`src/rtl/spi_arb_pkg.sv`:
```
// spi_arb_pkg: shared definitions for the SPI bus arbiter.
//   INST_WRITE / INST_READ : accelerometer SPI instruction codes.
//   arb_state_e            : 3-bit arbiter FSM state encoding.
//   rr_next()              : round-robin pointer increment with wrap.
package spi_arb_pkg;

  localparam logic [7:0] INST_WRITE = 8'h0A;
  localparam logic [7:0] INST_READ  = 8'h0B;

  typedef enum logic [2:0] {
    ST_IDLE       = 3'd0,
    ST_ISSUE      = 3'd1,
    ST_WAIT_START = 3'd2,
    ST_WAIT_DONE  = 3'd3,
    ST_GAP        = 3'd4
  } arb_state_e;

  // Next round-robin start index after granting 'id' among 'nreq' requesters.
  function automatic int rr_next(input int id, input int nreq);
    return (id + 1 >= nreq) ? 0 : id + 1;
  endfunction

endpackage

```
`src/rtl/rr_arbiter.sv`:
```
// rr_arbiter: round-robin requester selection for spi_bus_arbiter.
//   clk, rst_n     : clock, asynchronous active-low reset.
//   req_valid_i    : pending request per requester.
//   grant_en_i     : latch the current selection as the new grant.
//   advance_i      : move the start pointer to just past the current grant.
//   any_valid_o    : at least one request is pending.
//   sel_id_o       : combinational pick, first valid index at/after the pointer.
//   grant_id_o     : registered index of the current or last grant.
module rr_arbiter
  import spi_arb_pkg::*;
#(
  parameter int NREQ = 3,
  parameter int IW   = $clog2(NREQ)
) (
  input  logic            clk,
  input  logic            rst_n,
  input  logic [NREQ-1:0] req_valid_i,
  input  logic            grant_en_i,
  input  logic            advance_i,
  output logic            any_valid_o,
  output logic [IW-1:0]   sel_id_o,
  output logic [IW-1:0]   grant_id_o
);

  logic [IW-1:0] ptr_q, ptr_d;
  logic [IW-1:0] grant_q, grant_d;
  logic [IW-1:0] sel;
  logic          found;

  // Index 'k' positions after 'base', wrapping at NREQ.
  function automatic logic [IW-1:0] rot_idx(input logic [IW-1:0] base, input int k);
    int s;
    s = int'(base) + k;
    if (s >= NREQ) s = s - NREQ;
    return IW'(s);
  endfunction

  // Rotate-and-priority-encode: scan from the pointer, first hit wins.
  always_comb begin
    sel   = '0;
    found = 1'b0;
    for (int k = 0; k < NREQ; k++) begin
      if (!found && req_valid_i[rot_idx(ptr_q, k)]) begin
        sel   = rot_idx(ptr_q, k);
        found = 1'b1;
      end
    end
  end

  always_comb begin
    grant_d = grant_en_i ? sel : grant_q;
    ptr_d   = advance_i ? IW'(rr_next(int'(grant_q), NREQ)) : ptr_q;
  end

  always_ff @(posedge clk or negedge rst_n) begin
    if (!rst_n) begin
      ptr_q   <= '0;
      grant_q <= '0;
    end else begin
      ptr_q   <= ptr_d;
      grant_q <= grant_d;
    end
  end

  assign any_valid_o = |req_valid_i;
  assign sel_id_o    = sel;
  assign grant_id_o  = grant_q;

endmodule

```
`src/rtl/spi_bus_arbiter.sv`:
```
// spi_bus_arbiter: shares one SPI transmitter between NREQ requesters.
//   clk, rst                 : clock, asynchronous active-low reset.
//   req_valid/inst/rdh_wrl/addr/wdata : per-requester command (slice i).
//   req_ready                : one-cycle accept pulse to the granted requester.
//   rsp_valid/rsp_data/rsp_err : one-cycle completion pulse plus shared result.
//   grant_id, busy           : current/last grant index, FSM not in IDLE.
//   spi_ready/inst/rdh_wrl/addr/dout : command to the transmitter.
//   spi_din/din_valid/csn    : status from the transmitter.
//   dbg_state                : FSM state for observation.
//
// Handshake: a requester raises req_valid with stable fields and holds them
// until it sees req_ready high; the request is accepted in that cycle.
// rsp_valid is a one-cycle pulse with no back-pressure; rsp_data/rsp_err are
// meaningful only while rsp_valid is high.
module spi_bus_arbiter
  import spi_arb_pkg::*;
#(
  parameter int NREQ       = 3,
  parameter int GAP_CYCLES = 255,
  parameter int TIMEOUT    = 4095
) (
  input  logic                     clk,
  input  logic                     rst,
  input  logic [NREQ-1:0]          req_valid,
  input  logic [8*NREQ-1:0]        req_inst,
  input  logic [NREQ-1:0]          req_rdh_wrl,
  input  logic [8*NREQ-1:0]        req_addr,
  input  logic [8*NREQ-1:0]        req_wdata,
  output logic [NREQ-1:0]          req_ready,
  output logic [NREQ-1:0]          rsp_valid,
  output logic [7:0]               rsp_data,
  output logic                     rsp_err,
  output logic [$clog2(NREQ)-1:0]  grant_id,
  output logic                     busy,
  output logic                     spi_ready,
  output logic [7:0]               spi_inst,
  output logic                     spi_rdh_wrl,
  output logic [7:0]               spi_addr,
  output logic [7:0]               spi_dout,
  input  logic [7:0]               spi_din,
  input  logic                     spi_din_valid,
  input  logic                     spi_csn,
  output logic [2:0]               dbg_state
);

  localparam int IW = $clog2(NREQ);

  arb_state_e state_q, state_d;

  logic [11:0] tmo_cnt_q, tmo_cnt_d;
  logic [15:0] gap_cnt_q, gap_cnt_d;

  logic [7:0]  spi_inst_q, spi_inst_d;
  logic        spi_rdh_wrl_q, spi_rdh_wrl_d;
  logic [7:0]  spi_addr_q, spi_addr_d;
  logic [7:0]  spi_dout_q, spi_dout_d;

  logic [NREQ-1:0] rsp_valid_q, rsp_valid_d;
  logic [7:0]      rsp_data_q, rsp_data_d;
  logic            rsp_err_q, rsp_err_d;

  logic            any_valid;
  logic [IW-1:0]   sel_id;
  logic [IW-1:0]   grant_q;
  logic [NREQ-1:0] grant_oh;
  logic            grant_en;
  logic            advance;
  logic            tmo_hit;
  logic            gap_done;
  logic            done_ok;
  logic            abort;

  rr_arbiter #(
    .NREQ (NREQ),
    .IW   (IW)
  ) u_rr (
    .clk         (clk),
    .rst_n       (rst),
    .req_valid_i (req_valid),
    .grant_en_i  (grant_en),
    .advance_i   (advance),
    .any_valid_o (any_valid),
    .sel_id_o    (sel_id),
    .grant_id_o  (grant_q)
  );

  assign grant_en = (state_q == ST_IDLE) && any_valid;
  assign advance  = (state_q == ST_ISSUE);
  // The counter holds the clocks already spent in the wait state, so this
  // fires on the TIMEOUT-th clock; >= keeps it sticky once saturated.
  assign tmo_hit  = int'(tmo_cnt_q) >= TIMEOUT - 1;
  assign gap_done = int'(gap_cnt_q) >= GAP_CYCLES - 1;

  always_comb begin
    grant_oh          = '0;
    grant_oh[grant_q] = 1'b1;
  end

  // Next-state logic.
  always_comb begin
    state_d = state_q;
    done_ok = 1'b0;
    abort   = 1'b0;
    case (state_q)
      ST_IDLE:       if (any_valid) state_d = ST_ISSUE;
      ST_ISSUE:      state_d = ST_WAIT_START;
      ST_WAIT_START: begin
        if (!spi_csn) begin
          state_d = ST_WAIT_DONE;
        end else if (tmo_hit) begin
          abort   = 1'b1;
          state_d = ST_GAP;
        end
      end
      ST_WAIT_DONE: begin
        // Reads finish on din_valid (a coincident CSN rise is the same
        // completion); writes finish on CSN rising and ignore din_valid.
        if (spi_rdh_wrl_q ? spi_din_valid : spi_csn) begin
          done_ok = 1'b1;
          state_d = ST_GAP;
        end else if (tmo_hit) begin
          abort   = 1'b1;
          state_d = ST_GAP;
        end
      end
      ST_GAP:        if (gap_done) state_d = ST_IDLE;
      default:       state_d = ST_IDLE;
    endcase
  end

  // Counters and datapath next values.
  always_comb begin
    tmo_cnt_d     = tmo_cnt_q;
    gap_cnt_d     = gap_cnt_q;
    spi_inst_d    = spi_inst_q;
    spi_rdh_wrl_d = spi_rdh_wrl_q;
    spi_addr_d    = spi_addr_q;
    spi_dout_d    = spi_dout_q;
    rsp_valid_d   = '0;
    rsp_data_d    = rsp_data_q;
    rsp_err_d     = rsp_err_q;

    // Any state change clears the timeout counter, which covers entry to
    // both wait states.
    if (state_d != state_q)   tmo_cnt_d = '0;
    else if (tmo_cnt_q != '1) tmo_cnt_d = tmo_cnt_q + 12'd1;

    if (state_q != ST_GAP)    gap_cnt_d = '0;
    else if (gap_cnt_q != '1) gap_cnt_d = gap_cnt_q + 16'd1;

    if (grant_en) begin
      spi_inst_d    = req_inst[8*int'(sel_id) +: 8];
      spi_rdh_wrl_d = req_rdh_wrl[sel_id];
      spi_addr_d    = req_addr[8*int'(sel_id) +: 8];
      spi_dout_d    = req_wdata[8*int'(sel_id) +: 8];
    end

    if (done_ok || abort) begin
      rsp_valid_d = grant_oh;
      rsp_data_d  = (done_ok && spi_rdh_wrl_q) ? spi_din : 8'h00;
      rsp_err_d   = abort;
    end
  end

  always_ff @(posedge clk or negedge rst) begin
    if (!rst) begin
      state_q       <= ST_IDLE;
      tmo_cnt_q     <= '0;
      gap_cnt_q     <= '0;
      spi_inst_q    <= 8'h00;
      spi_rdh_wrl_q <= 1'b1;
      spi_addr_q    <= 8'h00;
      spi_dout_q    <= 8'h00;
      rsp_valid_q   <= '0;
      rsp_data_q    <= 8'h00;
      rsp_err_q     <= 1'b0;
    end else begin
      state_q       <= state_d;
      tmo_cnt_q     <= tmo_cnt_d;
      gap_cnt_q     <= gap_cnt_d;
      spi_inst_q    <= spi_inst_d;
      spi_rdh_wrl_q <= spi_rdh_wrl_d;
      spi_addr_q    <= spi_addr_d;
      spi_dout_q    <= spi_dout_d;
      rsp_valid_q   <= rsp_valid_d;
      rsp_data_q    <= rsp_data_d;
      rsp_err_q     <= rsp_err_d;
    end
  end

  assign spi_ready   = (state_q == ST_ISSUE);
  assign req_ready   = (state_q == ST_ISSUE) ? grant_oh : '0;
  assign busy        = (state_q != ST_IDLE);
  assign grant_id    = grant_q;
  assign spi_inst    = spi_inst_q;
  assign spi_rdh_wrl = spi_rdh_wrl_q;
  assign spi_addr    = spi_addr_q;
  assign spi_dout    = spi_dout_q;
  assign rsp_valid   = rsp_valid_q;
  assign rsp_data    = rsp_data_q;
  assign rsp_err     = rsp_err_q;
  assign dbg_state   = state_q;

endmodule

```
`config.mk`:
```
export PLATFORM = sky130hd
export DESIGN_NAME = spi_bus_arbiter
export DESIGN_NICKNAME = d
export VERILOG_FILES = /design/src/rtl/spi_arb_pkg.sv /design/src/rtl/rr_arbiter.sv /design/src/rtl/spi_bus_arbiter.sv
export SDC_FILE = /design/constraint.sdc
export NUM_CORES = 1
export LEC_CHECK = 0
export BUFFER_PORTS_ARGS = -buffer_cell sky130_fd_sc_hd__buf_2
export CAP_MARGIN = 15
export CORE_MARGIN = 8
export CORE_UTILIZATION = 49
export DETAILED_ROUTE_END_ITERATION = 6
export MAX_ROUTING_LAYER = met4
export PLACE_DENSITY = 0.79
export SETUP_SLACK_MARGIN = 0.4
export SYNTH_ARGS = -nofsm -noshare
export SYNTH_HDL_FRONTEND = slang
export SYNTH_SLANG_ARGS = --single-unit
```
`constraint.sdc`:
```
create_clock -name clk -period 2.7 [get_ports clk]
set_clock_uncertainty 0.2 [all_clocks]
set_input_delay 0.27 -clock clk [delete_from_list [all_inputs] [get_ports clk]]
set_output_delay 0.27 -clock clk [all_outputs]
set_load 0.005 [all_outputs]
```
==> flow_summary.json <==
{
  "status": "finished, final reports clean",
  "min_path_type": "in -> reg",
  "vias": 3739,
  "gp_congestion": 0.877,
  "ys.flop_type": "dfrtp_1",
  "crit_required_ns": 2.75,
  "final_common_cell": "buf_2",
  "yosysUniqueCellTypes": 47,
  "rows": 32,
  "start_util_pct": 49.8,
  "critical_path.max_fanout": 26,
  "drt_first_pass_iters": 5,
  "dp_cells": 627,
  "cts_inserted_buffers": 9,
  "swShare_pct": 38.7,
  "clk_transition_reported_paths_ns": 0.07,
  "max_freq_ghz": 0.461,
  "antenna_left": 0,
  "dpl.hpwl_um": 7880,
  "vdd_drop_max_v": 0.000460,
  "die_h_um": 104,
  "nets": 665,
  "cts.sink_count": 72,
  "period_needed_ns": 2.17,
  "final_cells": 676,
  "vias_per_cell": 5.53,
  "portBuffers": 136,
  "startpoint_type": "flip-flop",
  "syn_to_final_growth_pct": 35.2,
  "io_pins": 137,
  "die_width_um": 104,
  "postPlaceCellArea_mm2": 0.00459,
  "cp_cell_sequence": "or3_1, nor2_4, buf_6, nand2_1, buf_4, o211ai_1",
  "layout-drive-gt1-share_pct": 29.4,
  "max-slew-margin-rel_pct": 60.5,
  "grt_max_degree": 73,
  "layout.cells.most_common_list": "buf_2, dfrtp_1, nand2_1",
  "reg2reg_setup_slack_ns": 0.53,
  "drc_errors": 0,
  "final_area_mm2": 0.00512,
  "path_buf_inv": 2,
  "wl_per_cell_um": 16.7,
  "core_mm2": 0.00761,
  "cp_top_family": "simple AND/OR/NAND/NOR gates",
  "clockBufferDepth": 2,
  "grt_pass1_wl_um": 19000,
  "ys_seq_area_share_pct": 47.6,
  "clkPwrFrac_pct": 18.3,
  "antenna_cells": 0,
  "leakagePower_nw": 2.51,
  "finalSetupViolCount": 0,
  "crit_arrival_ns": 2.22,
  "htree_levels": 3,
  "p_int_mw": 2.70,
  "min-delay-start": "req_inst[22]",
  "p_seq_share_pct": 37.7,
  "synth_edf_count": 0,
  "rsz0062_at_grt": "true",
  "wl_um": 11300,
  "slew_violations": 0,
  "hold-worst-slack_ns": 0.0130,
  "tightest_slew_ns": 0.592,
  "synthArstFlopShare_pct": 100,
  "cts_tree": "built",
  "synth.net_count": 497,
  "r2r-start": "dbg_state[2]$_DFF_PN0_",
  "critical_path_class": "reg -> reg",
  "initialDrtViolationCount": 201,
  "grt_usage_pct": 21.9,
  "p_switching_mw": 1.70,
  "overflow": 0,
  "antenna_found_initial": 0,
  "slowest_stage": "dfrtp_1",
  "cts_root_buffer": "clkbuf_8",
  "slowest_delay_ns": 0.47,
  "worstSetupStartpoint": "dbg_state[2]$_DFF_PN0_",
  "endpoint_kind": "flip-flop",
  "synth_area_per_cell_um2": 9.45,
  "p_per_area_mw_per_mm2": 860,
  "clock_latency_ns": 0.34,
  "first_global_vias": 4007,
  "yosys_register_bits": 72,
  "setup-tns-final_ns": 0,
  "ys_warn_count": 0,
  "die-area_mm2": 0.0108,
  "synthCells": 401,
  "hold_viol": 0,
  "syn_area_mm2": 0.00379,
  "comb_power_share_pct": 44.0,
  "final.period_utilization_pct": 80.4,
  "drv_cap": 0
}
-- what timing repair did --
item	in CTS	in global routing
hold buffers	32	0
gates resized for setup	0	6
pin swaps	1	2
hold endpoints to repair	102	0
endpoints found under the setup margin	8	36
buffers inserted	0	1
cloned	0	0
-- tightest hold or removal path: stages --
cell and delay [ns]:
buf_2 0.08, nand3_1 0.06, o211ai_1 0.10
-- power groups by stage --
stage,combinational [mW],sequential (mW),clock (mW)
floorplan,1.12,1.65,0
global placement,1.79,1.66,0
detailed placement,1.85,1.66,0
CTS,1.88,1.65,0.824
global route,2.13,1.70,0.874
finish,1.94,1.66,0.805
-- worst paths after layout --
kind                                        endpoint  depth (start not counted)
min in group asynchronous  u_rr.ptr_q[0]$_DFFE_PN0P_                          3
min                          spi_inst[6]$_DFFE_PN0P_                          3
max in group asynchronous    spi_rdh_wrl$_DFFE_PN1P_                          3
min reg2reg                  spi_addr[7]$_DFFE_PN0P_                          2
max                          spi_dout[0]$_DFFE_PN0P_                          6
max reg2reg                  spi_dout[0]$_DFFE_PN0P_                          6
-- registers in the layout (all words and copies together) (netlist names) --
name             count
rsp_valid            3
spi_rdh_wrl          1
gap_cnt_q           16
u_rr.grant_id_o      2
dbg_state            3
spi_dout             8
rsp_err              1
tmo_cnt_q           12
rsp_data             8
spi_addr             8
u_rr.ptr_q           2
spi_inst             8
-- Yosys cell counts (3+ instances only) --
master     n  share of area (%)
a21oi_1    7               0.92
or2_2      3               0.50
dfrtp_1   71                 47
nor3_1    15                2.0
buf_2      3               0.40
nor2_1    41                4.1
mux2i_1   27                7.1
clkbuf_1  11                1.1
xor2_1     8                1.8
and3_1     4               0.66
o211ai_1  28                5.5
nand3_1   42                5.5
xnor2_1    5                1.2
nor4_1     4               0.66
nand2b_1   7                1.2
nand2_1   44                4.4
ha_1       6                2.0
a211oi_1   6                1.2
inv_1     12                1.2
nand4_1    4               0.66
a22o_1     8                1.8
o21ai_0   12                1.6
-- area by class of cell --
class                   instances  area [µm²]
fillers                       579        2480
well taps                     102         128
repair buffers                174        1070
inverters                      12        45.0
clock inverters                 4        45.0
multi-input cells             300        1890
flip-flops and latches         72        1800
clock buffers                  12         135
-- metal layers --
| layer | global-route usage, % | up-vias | wire (µm) |
|---|---|---|---|
| met5 | - | - | 0 |
| met4 | 10.9 | 0 | 363 |
| met3 | 7.25 | 29 | 948 |
| met2 | 32.7 | 180 | 5020 |
| met1 | 26.0 | 1745 | 4970 |
| li1 | - | 1785 | - |
-- cells by family after synthesis --
family                   share of synthesized area, %
AO/OA/AOI/OAI                                    15.0
XOR/XNOR                                         3.01
adder cells (fa/ha/maj)                          1.98
buffers and inverters                            3.07
flip-flops                                       47.6
multiplexers                                     7.13
AND/OR/NAND/NOR                                  22.3
-- per-stage QoR --
stage	worst slack (ns)	power (mW)	util, %
5_1_grt	0.388	4.71	67.3
3_3_place_gp	0.473	3.45	60.3
2_1_floorplan	0.413	2.77	-
3_5_place_dp	0.389	3.51	60.3
4_1_cts	0.411	4.36	66.9
6_report	0.529	4.41	67.3
No activity file was read; power rests on OpenSTA's default activity.
